**src/rtl/load_store_unit.sv**
```systemverilog
// load_store_unit: RV32I load/store initiator that turns byte/half/word accesses into
// word-aligned memory transactions, splitting word-crossing accesses and extending load data.
module load_store_unit #(
   parameter bit ALLOW_SPLIT = 1'b1
) (
   input  logic        clk,
   input  logic        rst,
   input  logic        req_valid,
   output logic        req_ready,
   input  logic        req_we,
   input  logic [2:0]  req_funct3,
   input  logic [31:0] req_addr,
   input  logic [31:0] req_wdata,
   output logic        rsp_valid,
   output logic [31:0] rsp_rdata,
   output logic        rsp_err,
   output logic        mem_req,
   output logic        mem_we,
   output logic [31:0] mem_addr,
   output logic [3:0]  mem_be,
   output logic [31:0] mem_wdata,
   input  logic        mem_ack,
   input  logic [31:0] mem_rdata
);
   typedef enum logic [1:0] {IDLE, ACC0, ACC1, RESP} state_t;
   state_t state, state_nx;
   logic we_q, err_q, cross_q, err_in, legal_in, last_ack;
   logic [2:0] f3_q;
   logic [31:0] addr_q, wdata_q, lo_q, rdata_q, word0, d, ext;
   logic [3:0] mask;
   logic [7:0] be8;
   logic [63:0] w64;
   function automatic logic crosses(input logic [2:0] f3, input logic [1:0] o);
      return f3[1] ? o != 2'd0 : f3[0] & (o == 2'd3);
   endfunction
   assign legal_in = req_funct3[1:0] != 2'b11 && !(req_funct3[2] && (req_we || req_funct3[1]));
   assign err_in = !legal_in || (!ALLOW_SPLIT && crosses(req_funct3, req_addr[1:0]));
   assign cross_q = crosses(f3_q, addr_q[1:0]);
   assign last_ack = mem_ack && ((state == ACC0 && !cross_q) || state == ACC1);
   // Lane masks and store data for both phases come from one double-width shift
   assign mask = f3_q[1] ? 4'hF : f3_q[0] ? 4'h3 : 4'h1;
   assign be8 = {4'b0, mask} << addr_q[1:0];
   assign w64 = {32'b0, wdata_q} << {addr_q[1:0], 3'b0};
   assign word0 = {addr_q[31:2], 2'b00};
   assign d = 32'({state == ACC1 ? mem_rdata : 32'b0, state == ACC1 ? lo_q : mem_rdata} >> {addr_q[1:0], 3'b0});
   assign ext = f3_q[1] ? d : f3_q[0] ? {{16{d[15] & !f3_q[2]}}, d[15:0]} : {{24{d[7] & !f3_q[2]}}, d[7:0]};
   always_ff @(posedge clk)
      state <= rst ? IDLE : state_nx;
   always_comb
      state_nx = state == IDLE ? (req_valid ? (err_in ? RESP : ACC0) : IDLE) :
                 state == ACC0 ? (mem_ack ? (cross_q ? ACC1 : RESP) : ACC0) :
                 state == ACC1 ? (mem_ack ? RESP : ACC1) : IDLE;
   always_ff @(posedge clk) begin
      if (rst) begin
         we_q <= 1'b0;
         f3_q <= 3'b0;
         addr_q <= 32'b0;
         wdata_q <= 32'b0;
         lo_q <= 32'b0;
         rdata_q <= 32'b0;
         err_q <= 1'b0;
      end else begin
         if (state == IDLE && req_valid) begin
            we_q <= req_we;
            f3_q <= req_funct3;
            addr_q <= req_addr;
            wdata_q <= req_wdata;
            err_q <= err_in;
            rdata_q <= 32'b0;
         end
         if (state == ACC0 && mem_ack) lo_q <= mem_rdata;
         if (last_ack) rdata_q <= we_q ? 32'b0 : ext;
      end
   end
   always_comb begin
      req_ready = state == IDLE;
      rsp_valid = state == RESP;
      rsp_rdata = rdata_q;
      rsp_err = err_q;
      mem_req = state == ACC0 || state == ACC1;
      mem_we = mem_req && we_q;
      mem_addr = state == ACC0 ? word0 : state == ACC1 ? word0 + 32'd4 : 32'b0;
      mem_be = state == ACC0 ? be8[3:0] : state == ACC1 ? be8[7:4] : 4'b0;
      mem_wdata = state == ACC0 ? w64[31:0] : state == ACC1 ? w64[63:32] : 32'b0;
   end
endmodule

```
**config.mk**
```make
export PLATFORM = sky130hd
export DESIGN_NAME = load_store_unit
export DESIGN_NICKNAME = d
export VERILOG_FILES = /design/src/rtl/load_store_unit.sv
export SDC_FILE = /design/constraint.sdc
export NUM_CORES = 1
export LEC_CHECK = 0
export ABC_AREA = 1
export CAP_MARGIN = 20
export CORE_AREA = 4 4 132 134
export DETAILED_ROUTE_END_ITERATION = 6
export DIE_AREA = 0 0 136 138
export GPL_TIMING_DRIVEN = 0
export PLACE_DENSITY = 0.85
export SYNTH_ARGS = -nofsm -noshare
export SYNTH_HDL_FRONTEND = slang
export SYNTH_SLANG_ARGS = --single-unit
export TNS_END_PERCENT = 100
```
**constraint.sdc**
```tcl
create_clock -name clk -period 2.7 [get_ports clk]
set_input_delay 0.81 -clock clk [delete_from_list [all_inputs] [get_ports clk]]
set_output_delay 0.81 -clock clk [all_outputs]
set_load 0.02 [all_outputs]
```
==> impl_metrics.py <==
metrics = {
    "run_status": {
        "outcome": "complete, but fails checks",
        "violations": "design-rule violations, negative setup slack",
    },
    "power": {
        "finalPower_mw": 7.24,
        "power_density_mw_per_mm2": 551,
        "leakage_nw": 5.17,
        "ir_drop_mv": 0.538,
    },
    "placement": {
        "placed_area_mm2": 0.0103,
        "routabilityCongestion": 1.02,
        "place_hpwl_mm": 25.4,
        "place_inst": 1672,
        "port_buffers": 205,
    },
    "cts": {
        "htree_levels": 4,
        "clk_pin_slew_worst_paths_ns": 0.06,
        "root_buffer": "clkbuf_16",
        "cts_sinks": 135,
        "cts_buffers": 17,
        "clockBufferDepth": 2,
        "insertion_delay_ns": 0.43,
        "cts_tree": "yes",
    },
    "timing": {
        "setup_viol": 64,
        "slew_viol_final": 0,
        "setup_ws_ns": -0.348,
        "worst_pin_slew_ns": 0.715,
        "setup_tns_ns": -8.67,
        "skew_ns": 0.00778,
        "hold_viol": 0,
        "layout_min_cycle_time_ns": 3.05,
        "rsz0062_at_grt": "yes",
        "layout_worst_path_cycle_share_pct": 113,
        "max_freq_mhz": 328,
        "slew_headroom_pct": 51.8,
    },
    "finish": {
        "diodes": 0,
        "layout.cells.non_filler": 1780,
        "layout_common_cells": "nand2_1 (271), clkdlybuf4s50_1 (136), o21ai_0 (125), a21oi_1 (121), dfxtp_1 (106)",
        "final_layout_size_suffix_gt1_share_pct": 29.6,
        "layout_commonest_cell": "nand2_1",
        "area_growth_pct": 64.2,
        "fin_nets": 1657,
        "final_area_mm2": 0.0131,
        "final.fill_count": 1005,
    },
    "synthesis": {
        "avgSynthCellArea_um2": 6.42,
        "ys_types": 44,
        "synth_area_leaders": "dfxtp_1 (34%), nand2_1 (14%), o21ai_0 (11%)",
        "yosys.area.top_type": "dfxtp_1",
        "yosysSeqAreaShare_pct": 33.8,
        "syn_inst": 1246,
        "netlist_area_mm2": 0.00800,
        "ys_warn_count": 0,
        "synth_top_area_share_pct": 33.8,
        "ys_seq_elements": 135,
    },
    "setup_path": {
        "required_ns": 1.89,
        "worst_setup_path_end_kind": "output pin",
        "critPathKind": "reg -> out",
        "start_kind": "flop",
        "cp.arrival_ns": 2.24,
        "cp_max_fo": 2,
    },
    "grt": {
        "grt_overflow": 0,
        "track_usage_pct": 36.6,
        "grt_max_degree": 22,
        "grt_pass1_vias": 10300,
        "antenna_found_initial": 0,
        "grt_pass1_wl_mm": 54.3,
    },
    "drt": {
        "drt-total-wl_mm": 40.4,
        "drc": 2,
        "vias": 11200,
        "dr.pass1.iters": 7,
        "drtAntennaViolNets": 0,
        "post_drt_wl_per_cell_um": 22.7,
        "via_per_inst": 6.27,
        "drt_iter0_drc": 1327,
    },
    "floorplan": {
        "rows": 47,
        "die_y_um": 138,
        "core-area_mm2": 0.0163,
        "initial_utilization_pct": 49.1,
        "io_pins": 209,
        "die_area_mm2": 0.0188,
        "die_w_um": 136,
    },
    "min_path": {
        "hp-class": "reg -> reg",
    },
    "flow_run": {
        "maxCapViolCount": 0,
    },
}
-- layer usage --
layer  GRT usage, %  wire (um)  vias up
met5              0          0        -
met4           22.3       3700        0
met3           6.90       4540      339
met2           59.1      17900      959
met1           45.0      14200     5034
li1               -          -     4828
-- synthesized netlist by cell type, drive strengths merged --
cell type and count:
nand2 296, o21ai 187, a21oi 152, dfxtp 135, nor2 132, inv 89, nand3 67, clkbuf 47
buf 35, o22ai 32, nor3 15, nand4 13, a22oi 12, ha 6, o211ai 6, mux2i 3
clkinv 2, nor4 2, o2111ai 2, or2 2, xor2 2, a31oi 1, a32o 1, and2 1
conb 1, o21a 1, o21bai 1, o31ai 1, o32ai 1, xnor2 1
-- final timing paths --
kind              cells after the start            to  slack (ns)    startpoint
setup / recovery                     13  mem_addr[18]       -0.35     addr_q[3]
hold / removal                        2  rsp_rdata[0]        0.47  rsp_rdata[0]
hold reg to reg                       2  rsp_rdata[0]        0.47  rsp_rdata[0]
setup reg to reg                      8    wdata_q[0]        0.04      state[0]
-- state kept, by name (all words and copies together), names as in the netlist --
register	cells
addr_q	32
f3_q	3
lo_q	32
rsp_err	1
rsp_rdata	32
state	2
wdata_q	32
we_q	1
-- cells by family (layout without fill, tap and decap cells) --
kind of cell | Yosys count | after routing | synth area share [%]
AND/OR/NAND/NOR | 528 | 529 | 27.8
AO/OA/AOI/OAI | 397 | 397 | 27.2
buffers and inverters | 173 | 485 | 9.52
flip-flops | 135 | 135 | 33.8
adder cells (fa/ha/maj) | 6 | 6 | 0.938
XOR/XNOR | 3 | 3 | 0.328
multiplexers | 3 | 3 | 0.375
other | 1 | 2 | 0.0469
-- critical path: stages (launching register included) --
cell and delay [ns]:
dfxtp_2 0.38, ha_4 0.17, nand2_4 0.07, nor2_4 0.11, nand2_2 0.09, inv_2 0.12, nand2_4 0.09, nor2_4 0.15
buf_6 0.12, inv_2 0.03, o21ai_1 0.14, nand2_1 0.09, o22ai_2 0.10, buf_6 0.14
-- through the flow --
| step | utilization, % | worst slack, ns | hold slack (ns) |
|---|---|---|---|
| finish | 80.7 | -0.348 | 0.465 |
| global route | 80.7 | -0.366 | 0.485 |
| CTS | 74.1 | -0.302 | 0.464 |
| detailed placement | 63.4 | -1.08 | 0.457 |
| global placement | 63.4 | -1.05 | 0.453 |
| floorplan | - | 0.0171 | 0.444 |
-- timing repair --
action,CTS,global route
cloned,3,3
pin swaps,37,54
buffers inserted,34,47
gates resized for setup,641,204
hold buffers,0,0
endpoints found under the setup margin,68,67
-- power breakdown --
group          switching [mW]  internal [mW]
logic                    1.48          0.910
registers               0.172           2.17
clock network           0.962           1.54
-- layout make-up --
type / count / area, um^2 / share of cell area [%]
Clock buffer: 19 / 433 / 3.29
Timing Repair inverter: 1 / 7.51 / 0.0571
Multi-Input combinational cell: 940 / 5740 / 43.7
Sequential cell: 135 / 2770 / 21.1
Buffer: 75 / 543 / 4.13
Timing Repair Buffer: 286 / 2790 / 21.3
Inverter: 91 / 394 / 3.00
Clock inverter: 13 / 180 / 1.37
Tap cell: 220 / 275 / 2.09
Note: power is estimated with default switching activity, not from simulation.
